`src/rtl/branch_resolve_unit_pkg.sv`:
```
// Shared types and constants for branch resolution: instruction classes,
// branch funct3 encodings, BHT counter type and decode helpers.
package branch_resolve_unit_pkg;

  typedef enum logic [2:0] {
    R_TYPE, I_TYPE, S_TYPE, B_TYPE, U_TYPE, J_TYPE
  } instruction_op_type;

  localparam logic [2:0] F3_BEQ  = 3'b000;
  localparam logic [2:0] F3_BNE  = 3'b001;
  localparam logic [2:0] F3_BLT  = 3'b100;
  localparam logic [2:0] F3_BGE  = 3'b101;
  localparam logic [2:0] F3_BLTU = 3'b110;
  localparam logic [2:0] F3_BGEU = 3'b111;

  localparam logic [6:0] OPC_JALR = 7'b1100111;

  typedef logic [1:0] bht_ctr_t;
  localparam bht_ctr_t BHT_INIT = 2'b01;

  typedef enum logic [1:0] {K_NONE, K_BRANCH, K_JAL, K_JALR} br_kind_e;

  // Only I_TYPE needs the opcode: it is a jump solely when it carries JALR.
  function automatic br_kind_e decode_kind(instruction_op_type optype, logic [6:0] opcode);
    br_kind_e k;
    k = K_NONE;
    if (optype == B_TYPE) k = K_BRANCH;
    else if (optype == J_TYPE) k = K_JAL;
    else if (optype == I_TYPE && opcode == OPC_JALR) k = K_JALR;
    return k;
  endfunction

  function automatic bht_ctr_t bht_next(bht_ctr_t c, logic taken);
    bht_ctr_t n;
    n = c;
    if (taken && c != 2'b11) n = c + 2'b01;
    else if (!taken && c != 2'b00) n = c - 2'b01;
    return n;
  endfunction

endpackage

```
`src/rtl/branch_history_table.sv`:
```
// Table of 2-bit saturating direction counters with one combinational read
// port and one update port; a same-cycle read sees the pre-update value.
module branch_history_table
  import branch_resolve_unit_pkg::*;
#(
  parameter int ENTRIES = 64,
  localparam int IDX_W = $clog2(ENTRIES)
) (
  input  logic             clk,
  input  logic             rst,
  input  logic [IDX_W-1:0] rd_idx_i,
  output bht_ctr_t         rd_ctr_o,
  input  logic             upd_en_i,
  input  logic [IDX_W-1:0] upd_idx_i,
  input  logic             upd_taken_i
);

  bht_ctr_t ctr_q [ENTRIES];

  always_ff @(posedge clk or posedge rst) begin
    if (rst) begin
      for (int i = 0; i < ENTRIES; i++) ctr_q[i] <= BHT_INIT;
    end else if (upd_en_i) begin
      ctr_q[upd_idx_i] <= bht_next(ctr_q[upd_idx_i], upd_taken_i);
    end
  end

  assign rd_ctr_o = ctr_q[rd_idx_i];

endmodule

```
`src/rtl/branch_resolve_unit.sv`:
```
// Two-stage branch/jump resolution: S1 captures compare flags and candidate
// targets, S2 holds the resolved outcome and trains the BHT on delivery.
module branch_resolve_unit
  import branch_resolve_unit_pkg::*;
#(
  parameter int XLEN        = 32,
  parameter int BHT_ENTRIES = 64
) (
  input  logic               clk,
  input  logic               rst,
  input  logic               flush,
  input  logic               in_valid,
  output logic               in_ready,
  input  instruction_op_type in_optype,
  input  logic [6:0]         in_opcode,
  input  logic [2:0]         in_funct3,
  input  logic [XLEN-1:0]    in_pc,
  input  logic [XLEN-1:0]    in_rs1,
  input  logic [XLEN-1:0]    in_rs2,
  input  logic [XLEN-1:0]    in_imm,
  input  logic               in_pred_taken,
  output logic               out_valid,
  input  logic               out_ready,
  output logic               out_taken,
  output logic [XLEN-1:0]    out_target,
  output logic               out_redirect,
  output logic [XLEN-1:0]    out_redirect_pc,
  output logic               out_illegal,
  input  logic [XLEN-1:0]    lk_pc,
  output logic               lk_taken
);

  localparam int IDX_W = $clog2(BHT_ENTRIES);

  logic             s1_valid_q, s1_valid_d;
  br_kind_e         s1_kind_q;
  logic [2:0]       s1_funct3_q;
  logic             s1_pred_q, s1_eq_q, s1_lt_q, s1_ltu_q;
  logic [XLEN-1:0]  s1_pc4_q, s1_pcimm_q, s1_jalr_q;
  logic [IDX_W-1:0] s1_idx_q;

  logic             s2_valid_q, s2_valid_d;
  logic             s2_taken_q, s2_taken_d;
  logic [XLEN-1:0]  s2_target_q, s2_target_d;
  logic             s2_redirect_q, s2_redirect_d;
  logic [XLEN-1:0]  s2_rpc_q, s2_rpc_d;
  logic             s2_illegal_q, s2_illegal_d;
  logic             s2_train_q, s2_train_d;
  logic [IDX_W-1:0] s2_idx_q;

  logic     s2_free, accept, s2_load;
  bht_ctr_t lk_ctr;
  logic     lk_pc_unused;

  assign s2_free  = !s2_valid_q || out_ready;
  assign in_ready = !flush && !(s1_valid_q && s2_valid_q && !out_ready);
  assign accept   = in_valid && in_ready;
  assign s2_load  = !flush && s2_free && s1_valid_q;

  assign s1_valid_d = flush ? 1'b0 : accept ? 1'b1 : s2_free ? 1'b0 : s1_valid_q;
  assign s2_valid_d = flush ? 1'b0 : s2_free ? s1_valid_q : s2_valid_q;

  always_comb begin
    s2_taken_d   = 1'b0;
    s2_illegal_d = 1'b0;
    unique case (s1_kind_q)
      K_BRANCH: begin
        case (s1_funct3_q)
          F3_BEQ:  s2_taken_d = s1_eq_q;
          F3_BNE:  s2_taken_d = !s1_eq_q;
          F3_BLT:  s2_taken_d = s1_lt_q;
          F3_BGE:  s2_taken_d = !s1_lt_q;
          F3_BLTU: s2_taken_d = s1_ltu_q;
          F3_BGEU: s2_taken_d = !s1_ltu_q;
          default: s2_illegal_d = 1'b1;
        endcase
      end
      K_JAL, K_JALR: s2_taken_d = 1'b1;
      default: s2_taken_d = 1'b0;
    endcase
    s2_target_d   = (s1_kind_q == K_JALR) ? s1_jalr_q : s1_pcimm_q;
    s2_redirect_d = s2_taken_d != s1_pred_q;
    s2_rpc_d      = s2_taken_d ? s2_target_d : s1_pc4_q;
    s2_train_d    = (s1_kind_q == K_BRANCH) && !s2_illegal_d;
  end

  always_ff @(posedge clk or posedge rst) begin
    if (rst) begin
      s1_valid_q    <= 1'b0;
      s1_kind_q     <= K_NONE;
      s1_funct3_q   <= '0;
      s1_pred_q     <= 1'b0;
      s1_eq_q       <= 1'b0;
      s1_lt_q       <= 1'b0;
      s1_ltu_q      <= 1'b0;
      s1_pc4_q      <= '0;
      s1_pcimm_q    <= '0;
      s1_jalr_q     <= '0;
      s1_idx_q      <= '0;
      s2_valid_q    <= 1'b0;
      s2_taken_q    <= 1'b0;
      s2_target_q   <= '0;
      s2_redirect_q <= 1'b0;
      s2_rpc_q      <= '0;
      s2_illegal_q  <= 1'b0;
      s2_train_q    <= 1'b0;
      s2_idx_q      <= '0;
    end else begin
      s1_valid_q <= s1_valid_d;
      s2_valid_q <= s2_valid_d;
      if (accept) begin
        s1_kind_q   <= decode_kind(in_optype, in_opcode);
        s1_funct3_q <= in_funct3;
        s1_pred_q   <= in_pred_taken;
        s1_eq_q     <= in_rs1 == in_rs2;
        s1_lt_q     <= $signed(in_rs1) < $signed(in_rs2);
        s1_ltu_q    <= in_rs1 < in_rs2;
        s1_pc4_q    <= in_pc + XLEN'(4);
        s1_pcimm_q  <= in_pc + in_imm;
        s1_jalr_q   <= (in_rs1 + in_imm) & ~XLEN'(1);
        s1_idx_q    <= in_pc[IDX_W+1:2];
      end
      // Outcome fields only change on a load, so a stalled result stays put.
      if (s2_load) begin
        s2_taken_q    <= s2_taken_d;
        s2_target_q   <= s2_target_d;
        s2_redirect_q <= s2_redirect_d;
        s2_rpc_q      <= s2_rpc_d;
        s2_illegal_q  <= s2_illegal_d;
        s2_train_q    <= s2_train_d;
        s2_idx_q      <= s1_idx_q;
      end
    end
  end

  assign out_valid       = s2_valid_q;
  assign out_taken       = s2_taken_q;
  assign out_target      = s2_target_q;
  assign out_redirect    = s2_redirect_q;
  assign out_redirect_pc = s2_rpc_q;
  assign out_illegal     = s2_illegal_q;

  // A delivery coincident with flush still trains; the flush only drops the entry.
  branch_history_table #(.ENTRIES(BHT_ENTRIES)) u_bht (
    .clk         (clk),
    .rst         (rst),
    .rd_idx_i    (lk_pc[IDX_W+1:2]),
    .rd_ctr_o    (lk_ctr),
    .upd_en_i    (s2_valid_q && out_ready && s2_train_q),
    .upd_idx_i   (s2_idx_q),
    .upd_taken_i (s2_taken_q)
  );

  assign lk_taken     = lk_ctr[1];
  assign lk_pc_unused = ^{lk_pc[XLEN-1:IDX_W+2], lk_pc[1:0]};

endmodule
```
`config.mk`:
```
export PLATFORM = sky130hd
export DESIGN_NAME = branch_resolve_unit
export DESIGN_NICKNAME = d
export VERILOG_FILES = /design/src/rtl/branch_resolve_unit_pkg.sv /design/src/rtl/branch_history_table.sv /design/src/rtl/branch_resolve_unit.sv
export SDC_FILE = /design/constraint.sdc
export NUM_CORES = 1
export LEC_CHECK = 0
export CAP_MARGIN = 20
export CORE_MARGIN = 2
export CORE_UTILIZATION = 40
export CTS_CLUSTER_SIZE = 30
export DETAILED_ROUTE_END_ITERATION = 10
export SLEW_MARGIN = 15
export SYNTH_ARGS = -nofsm -noshare
export SYNTH_HDL_FRONTEND = slang
export SYNTH_SLANG_ARGS = --single-unit
```
`constraint.sdc`:
```
create_clock -name clk -period 13 [get_ports clk]
set_input_delay 2.6 -clock clk [delete_from_list [all_inputs] [get_ports clk]]
set_output_delay 2.6 -clock clk [all_outputs]
set_load 0.02 [all_outputs]
```
---- Word-level counts from Yosys, hierarchy flattened ----
Index checks and enable logic that the tools add are counted.
storage, ports and cells
  flip-flop bits (word level) ............. 314
  output and inout bits ................... 70
  word-level logic and storage cells ...... 165
operators by class
  add/subtract/negate cells ............... 5
  order comparisons ....................... 5
  equal/unequal tests ..................... 15
  multiplexer cells ....................... 26
  bitwise operators ....................... 2
  reduce and logical (&&, ||, !) cells .... 29
operators with widths
  operator                 number
  $bwmux W128              1
  $add A32 B32 Y32         2
  $lt A32 B32 Y1           2
  $mux W32                 2
  $add A32 B3 Y32 const B  1
  $eq A32 B32 Y1           1
  $bmux W2 S6              2
  $mux W2                  11
  $eq A3 B3 Y1 const B     5
  $ge A7 B7 Y1 const B     2
  $not A6 Y7               2
  $logic_and A1 B1 Y1      13
  $demux W2 S6             1
  $logic_not A1 Y1         9
  $eq A7 B7 Y1 const B     1
  $lt A7 B1 Y1 const B     1
  $mux W1                  7
  $eq A3 B1 Y1 const B     2
  $pmux W1 S6              1
  $reduce_or A6 Y1         1
  $eq A2 B2 Y1 const B     2
  $reduce_bool A2 Y1       2
  $eq A3 B2 Y1 const B     1
  $logic_not A3 Y1         1
  other kinds (9)          9

---- Logic depth before layout (Yosys ltp) ----
  depth in word-level cells ............... 10
  gate-level depth with buffers ........... 16
  depth with buffers taken out ............ 13

---- Hierarchy ----
Synthesis repeated with hierarchy kept, for this count alone.
second synthesis, totals
  cells, all modules ...................... 2217
  area, all modules ....................... 20314.5 sq um
modules (own cells, without submodules)
  module                instances  cells an instance  area each (sq um)
  branch_resolve_unit   1          1362               11668.7
  branch_history_table  1          855                8645.8

---- Least setup slack after synthesis ----
No wires, ideal clock.
  path type ............................... input to output
  from .................................... input port lk_pc[2]
  to ...................................... output port lk_taken
  arrival ................................. 4.836 ns
  path slack .............................. 5.564 ns
  stages on the path ...................... 5
  path buffers ............................ 2
  cells stage by stage .................... clkbuf_1 -> buf_2 -> mux4_2 -> mux4_2 -> mux4_2
between the ends
  cells in the longest elaborated chain, start to end .. 4
ends and longest elaborated chain
  what                                        line                        RTL
  start, declared                             branch_resolve_unit.sv:29   input logic [XLEN-1:0] lk_pc,
  $not A6 Y7 (implied by the code)            branch_history_table.sv:28  assign rd_ctr_o = ctr_q[rd_idx_i];
  $bmux W2 S6                                 branch_history_table.sv:28
  $mux W2 (implied by the code) (2 in a row)  branch_history_table.sv:28
  end, declared                               branch_resolve_unit.sv:30   output logic lk_taken
Every way passes these cells. The select of a mux whose other input is x is not followed.

---- Final worst setup path ----
  from .................................... input port lk_pc[3]
  to ...................................... output port lk_taken
Same word-level chain as after synthesis.

==> metrics.txt <==
run status completed; post-synthesis cell area 18400 um^2; post-synth top area share between 30% and 40%; Max-Cap Viols 0; Max H-tree Level 2; syn nets 2126; crit path launch lk_pc[3]; VDD IR max 0.0000857 V; drt wl/cell 19.5 um; Final HPWL DP around 37000 um; slew margin rel. 31.7%; Worst-path clk slew ~0.060 ns; largest fanout on the critical path 16; number of synthesized register bits 314; RSZ-0062 raised after global routing no; Final TNS setup 0 ns; Routed Antenna Nets 0; Iter 0 DRT Violations 884; final worst path period share 63.4%; Pwr per Cell Area approximately 140 nW/um^2; Tightest Pin Transition 1.02 ns; crit-path max cell delay 1.05 ns; Ys Warns 0; WP data arrival about 5.6 ns; Placement Cell Area 21200 um^2; Total GRT Usage 21.8%; critical-path cell list clkdlybuf4s50_1 > mux4_2 > mux4_2 > mux4_2 > clkdlybuf4s50_1; Skew-Pair Late Insertion Delay 0.54 ns; kind of critical path in2out; Setup violations, final 0; CP top delay family buffers and inverters; CP bufs+invs 2; FF-to-FF Start s2_idx_q[0]; number of global-route vias before repair 14500; clk sinks roughly 310; Cell Rows 78; max-slew violations 0; cts hold-fix bufs 0; Leak 10.0 nW; Seq/Total Area, Yosys between 40% and 50%; final hold vios 0; # diodes 0; drt pass-1 iters 5; share of layout cells above drive strength 1 16.2%; post-CTS resize count 0; worst hold path type reg2reg; Port-buffer cells between 200 and 250; via density per instance 5.44; HP Start s1_idx_q[5]; pin count of the biggest net entering global routing 127; asr flop ratio synth 100%; height of the die 219 um; clock buffer depth 3; grt ovf 0; Mapped Cells 1849; Synth Flop Type dfrtp_1; Crit path top cell by count mux4_2; # IOs 249; Vias between 10000 and 15000; Die ar. 47800 um^2; post-detailed-route DRC marker count 0; TritonCTS Buffers 36; Worst Path Required 10.40 ns; Post-synth EDFFs 0; final WL ~52000 um; Nets 2315; clock root cell clkbuf_16; Mapped Avg Cell Area 9.97 um^2; Crit. End Element output port; slowest CP cell clkdlybuf4s50_1; fmax 121 MHz; min Tclk post-route ~8.2 ns; CP startpoint kind input port; final instance area 22400 um^2; initial antenna violation count 2; synth unique cells slightly below 80; clock skew 0.0115 ns; largest area contributor in the netlist dfrtp_1; Post-CTS Setup Repair Bufs 0; first-pass GRT wire length 81600 um; starting density of the core 40.6%; CTS tree built; Fill cells 4174; core area between 40000 and 50000 um^2; leading post-synthesis cells by cell area dfrtp_1 (34%), dfstp_2 (9.1%), mux2_2 (8.6%); synth-to-layout area growth 21.5%; Chip Width roughly 220 um; Final Wtd Congestion between 0.9 and 1
[path summary, 6_finish.rpt]
path                       slack [ns]  depth (start not counted)              end
setup / recovery                 4.76                          5         lk_taken
hold / removal                   0.47                          2      s2_idx_q[5]
setup reg to reg                 8.53                         13  u_bht.ctr_q[32]
hold reg to reg                  0.47                          2      s2_idx_q[5]
max in group asynchronous        9.01                          3    s1_jalr_q[26]
min in group asynchronous        2.63                          2    out_target[0]
[where the power goes]
group	total, mW	switching, mW	internal (mW)
Clock	1.03	0.415	0.614
Combinational	0.832	0.507	0.324
Sequential	1.19	0.0883	1.10
[cells in the mapped netlist (4+ instances only)]
library cell and count:
and4_1 5, xnor2_1 36, a21oi_1 99, o21ai_0 180, o22ai_1 5, buf_1 7
clkbuf_1 60, dfrtp_1 250, clkbuf_2 5, o21bai_1 5, nand2_1 264, and3_1 21
and2_1 7, o21a_1 12, inv_1 58, dfstp_2 64, a221oi_1 13, nand3_1 31
mux2i_1 46, buf_2 10, nand4_1 15, ha_1 96, o41ai_1 5, nor2b_1 11
o311ai_0 4, mux2_2 141, nor2_1 141, or2_2 7, o31ai_1 9, a21o_1 34
nand3b_1 5, xor2_1 46, a211oi_1 12, nand2b_1 10, nor3_1 9, o211ai_1 6
nor3b_1 8, mux4_2 33, a22oi_1 9, a31oi_1 7
[metrics by stage]
step | setup WS [ns] | instances | hold WS [ns] | power [mW] | utilization, %
2_1_floorplan | 1.82 | 1849 | 0.439 | 1.69 | -
3_3_place_gp | 4.82 | 2599 | 0.458 | 2.01 | 46.7
3_5_place_dp | 4.78 | 2599 | 0.463 | 2.03 | 46.7
4_1_cts | 4.78 | 2663 | 0.478 | 3.07 | 49.3
5_1_grt | 4.71 | 2664 | 0.495 | 3.20 | 49.3
6_report | 4.76 | 2664 | 0.473 | 3.05 | 49.3
[cells in the final DEF, fill, tap and decap left out, types with 10 or more instances in the layout]
master           netlist  layout
dfstp_2               64      64
clkbuf_16              0      37
xor2_1                46      46
nand3_1               31      31
mux2_2               141     141
xnor2_1               36      36
nand2_1              264     262
a221oi_1              13      13
o21a_1                12      12
dfrtp_1              250     250
nand4_1               15      15
ha_1                  96      96
nor2b_1               11      11
mux2i_1               46      46
clkdlybuf4s50_1        0     222
o21ai_0              180     180
nand2b_1              10      10
a21oi_1               99      98
a211oi_1              12      12
mux4_2                33      33
a21o_1                34      34
nor2_1               141     141
buf_4                  1      14
and3_1                21      21
inv_1                 58      57
[sequential cells by signal, summed over array words and instances, names as in the netlist, 2 cells and up]
| signal | count |
|---|---|
| s1_funct3_q | 3 |
| s1_pcimm_q | 32 |
| s2_idx_q | 6 |
| s1_pc4_q | 32 |
| s1_idx_q | 6 |
| s1_jalr_q | 31 |
| s1_kind_q | 2 |
| u_bht.ctr_q | 128 |
| out_target | 32 |
| out_redirect_pc | 32 |
[routing by layer]
metal	wire (um)	part of all wire, %	GRT usage [%]	up-vias
li1	-	-	-	6986
met1	23500	45	30.4	7027
met2	24400	47	35.4	420
met3	3270	6.3	3.58	59
met4	834	1.6	5.60	4
met5	24	0.046	0	-
[worst min-delay path: cells and delay by family (launching register included)]
| family | cells | cell delay (ns) |
|---|---|---|
| DFF | 1 | 0.34 |
| and+or+nand+nor | 2 | 0.10 |
[cells by family (layout without fill, tap and decap cells)]
group | count (synthesis) | count (layout) | share of synthesized area (%)
fa+ha+maj | 98 | 98 | 6.74
compound gates | 437 | 437 | 14.5
simple gates | 552 | 552 | 13.3
mux | 221 | 221 | 15.2
xor+xnor | 83 | 83 | 3.99
flops | 314 | 314 | 43.1
buf+inv | 144 | 359 | 3.18
[final cells by class]
class / count / area, um^2 / area share (%)
well taps: 600 / 751 / 3.35
clock buffers: 55 / 1080 / 4.84
repair buffers: 237 / 2350 / 10.5
multi-input cells: 1391 / 9930 / 44.4
inverters: 58 / 225 / 1.01
flip-flops and latches: 314 / 7940 / 35.5
clock inverters: 9 / 98.8 / 0.442
No activity file was read; power rests on OpenSTA's default activity.
==> variant 1, RTL diff (same flow settings) <==
Reset style: synchronous (`rst`), changed in 2 clocked blocks.
--- a/src/rtl/branch_history_table.sv
+++ b/src/rtl/branch_history_table.sv
@@ -17,7 +17,7 @@
 
   bht_ctr_t ctr_q [ENTRIES];
 
-  always_ff @(posedge clk or posedge rst) begin
+  always_ff @(posedge clk) begin
     if (rst) begin
       for (int i = 0; i < ENTRIES; i++) ctr_q[i] <= BHT_INIT;
     end else if (upd_en_i) begin
--- a/src/rtl/branch_resolve_unit.sv
+++ b/src/rtl/branch_resolve_unit.sv
@@ -84,7 +84,7 @@
     s2_train_d    = (s1_kind_q == K_BRANCH) && !s2_illegal_d;
   end
 
-  always_ff @(posedge clk or posedge rst) begin
+  always_ff @(posedge clk) begin
     if (rst) begin
       s1_valid_q    <= 1'b0;
       s1_kind_q     <= K_NONE;
Behaviour: differs if rst is asserted again (counterexample within 4 cycles, from zero or initial values and one cycle with rst high); with rst held inactive, the same outputs for 4 cycles.
==> variant 1 against the unedited design <==
Sequential cell count up 6; design area is 0.54% lower; synthesized area rose by 0.34%; setup slack lost 0.0083 ns; synthesized cell count increased by 11%; wire length grew 4.4%; largest cell class unchanged; final cell count grew 5.6%.
Power is not compared: it rests on default switching activity, and its combinational part moved more than twofold at a synthesized area within 25%.
==> variant 1: results (changes against the unedited design) <==
- Finished Cell Area: 22300 um^2 (was 22400 um^2)
- Synth cell types: 68 (was 79)
- Met3 GRT Util: 0.0335 (was 0.0358)
- R2R cell count: 11 (was 13)
- Post-synth top cells: nand2_1 (372), dfxtp_1 (192), a21oi_1 (172) (was nand2_1 (264), dfrtp_1 (250), o21ai_0 (180))
- Async set-or-reset flop fraction in the synthesized netlist: 0 (was 1.00)
- Flop2flop setup slack: 8.39 ns (was 8.53 ns)
- Global-route wire length before repair: 83800 um (was 81600 um)
- Post-Layout Cell Count: 2814 (was 2664)
- Vias/cell: 5.57 (was 5.44)
- Crit path DAT: 5.65 ns (was 5.64 ns)
- Total Wirelength: 54300 um (was 52000 um)
- Metal3 WL: 2930 um (was 3270 um)
- Outcome: complete, no violations (unchanged)
- Routed met2 length: 26500 um (was 24400 um)
- Initial antenna violation count: 0 (was 2)
- Met2 usage: 0.390 (was 0.354)
- Max Used Layer: met4 (was met5)
- Placer Congestion: 0.914 (was 0.916)
- Worst Skew: 0.0225 ns (was 0.0115 ns)
- GRT Total Usage: 0.224 (was 0.218)
- Largest net degree at the start of global routing: 94 (was 127)
- Slowest stage delay, CP: 1.08 ns (was 1.05 ns)
- Sequential element share of the synthesized area: 0.416 (was 0.431)
- Slew margin rel.: 0.343 (was 0.317)
## variant 1: cell count changes after synthesis, sizes merged, moves of 44 or more
cell    change
dfrtp     -250
dfxtp     +192
mux2      -141
edfxtp    +128
nand2     +108
a21oi      +73
o21ai      -72
a211oi     +66
dfstp      -64
nor3       +44
## variant 1: how the worst min path moves through the flow
stage | start | end | cells after the start
after floorplan | s1_jalr_q[21] | s1_jalr_q[21] | 2
after global placement | s1_pcimm_q[20] | s1_pcimm_q[20] | 2
after detailed placement | s1_jalr_q[30] | s1_jalr_q[30] | 2
after CTS | s1_jalr_q[26] | s1_jalr_q[26] | 2
after global routing | out_redirect_pc[24] | out_redirect_pc[24] | 2
final | s1_jalr_q[30] | s1_jalr_q[30] | 2
## variant 1: layout make-up
class                           instances  area share
Clock buffer                           53      0.0479
Clock inverter                         11     0.00511
Inverter                               49     0.00826
Multi-Input combinational cell       1534       0.452
Sequential cell                       320       0.345
Tap cell                              600      0.0337
Timing Repair Buffer                  247       0.108
==> variant 2, RTL diff (same flow settings) <==
Without the edit above. `XLEN`: 32 -> 48.
--- a/src/rtl/branch_resolve_unit.sv
+++ b/src/rtl/branch_resolve_unit.sv
@@ -3,7 +3,7 @@
 module branch_resolve_unit
   import branch_resolve_unit_pkg::*;
 #(
-  parameter int XLEN        = 32,
+  parameter int XLEN        = 48,
   parameter int BHT_ENTRIES = 64
 ) (
   input  logic               clk,
Interface: changed (7 resized); port bits go from 249 to 361. The function was not compared with the original's and may differ.
==> variant 2 against the unedited design <==
Wire length increased by 44%; total power increased by 34%; global-route usage increased by 1.8 points; design area increased by 32%; final cell count increased by 37%; synthesized area increased by 32%; sequential cell count increased by 80; first-iteration DRC count increased by 64%; setup slack improved by 0.0075 ns; clock skew increased by 0.0083 ns; sequential power increased by 27%; non-clock buffer count increased by 99; combinational power increased by 44%; largest power group unchanged; highest routed layer unchanged.
==> variant 2: results (changes against the unedited design) <==
- Hold_ws: 0.463 ns (was 0.473 ns)
- Nets: 3237 (was 2315)
- Gate Count Post-Synth: 2572 (was 1849)
- Post-DP Area: 28000 um^2 (was 21200 um^2)
- Met2 usage: 0.386 (was 0.354)
- Outcome: complete, no violations (unchanged)
- CTS Buf Count: 47 (was 36)
- Share of power burned in combinational logic: 0.293 (was 0.273)
- Post-synthesis xor/xnor area fraction: 0.0495 (was 0.0399)
- DRT Pass-1 Iters: 6 (was 5)
- Mux contribution to synthesized area: 0.124 (was 0.152)
- Final Power: 4.08 mW (was 3.05 mW)
- Initial antenna violation count: 6 (was 2)
- Post-synth top cells: nand2_1 (397), dfrtp_1 (330), o21ai_0 (281) (was nand2_1 (264), dfrtp_1 (250), o21ai_0 (180))
- GRT Total Usage: 0.236 (was 0.218)
- Filler cells: 5625 (was 4174)
- Maximum VDD drop: 89.3 uV (was 85.7 uV)
- Switch share: 0.339 (was 0.332)
- Sequential element share of the synthesized area: 0.410 (was 0.431)
- Detailed Route Iter0 Violations: 1454 (was 884)
- Routed met2 length: 35100 um (was 24400 um)
- Top post-synthesis cells by area: dfrtp_1 (34%), ha_1 (7.4%), dfstp_2 (6.9%) (was dfrtp_1 (34%), dfstp_2 (9.1%), mux2_2 (8.6%))
- Vias/cell: 5.51 (was 5.44)
- Layout cells sized above 1: 0.125 (was 0.162)
- Flop2flop setup slack: 8.68 ns (was 8.53 ns)
- Vias in the first global route: 19900 (was 14500)
- Met3 GRT Util: 0.0452 (was 0.0358)
- Post-Syn Nets: 2977 (was 2126)
- WL/cell: 20.5 um (was 19.5 um)
- Measured slew at the worst slew-check pin: 1.07 ns (was 1.02 ns)
- Post-Layout Cell Count: 3650 (was 2664)
- Dpl cells: 3564 (was 2599)
- Compound-Gate Fraction of Synth Area: 0.166 (was 0.145)
- FF-to-FF End: u_bht.ctr_q[120] (was u_bht.ctr_q[32])
- M1 wire length: 33800 um (was 23500 um)
- P_leak: 13.4 nW (was 10.0 nW)
variant 2: changes by cell type in the layout (fill, tap and decap cells not counted), sizes merged, moves of 21 or more:
| cell | unedited run | this run |
|---|---|---|
| xor2 | 46 | 68 |
| xnor2 | 37 | 67 |
| o21ai | 183 | 292 |
| nand3 | 31 | 56 |
| ha | 96 | 144 |
| clkdlybuf4s50 | 222 | 318 |
| a21oi | 99 | 176 |
| nand2 | 264 | 397 |
| dfrtp | 250 | 330 |
| a21o | 34 | 74 |
| mux2i | 46 | 67 |
| nor2 | 141 | 187 |
variant 2: final cells by class:
cell class / instances / area [um^2] / area share
diodes: 1 / 2.50 / 0.0000844
clock buffers: 63 / 1320 / 0.0444
clock inverters: 21 / 272 / 0.00916
inverters: 77 / 293 / 0.00988
multi-input cells: 1976 / 13500 / 0.455
flip-flops and latches: 394 / 9940 / 0.335
well taps: 782 / 978 / 0.0330
repair buffers: 336 / 3360 / 0.113
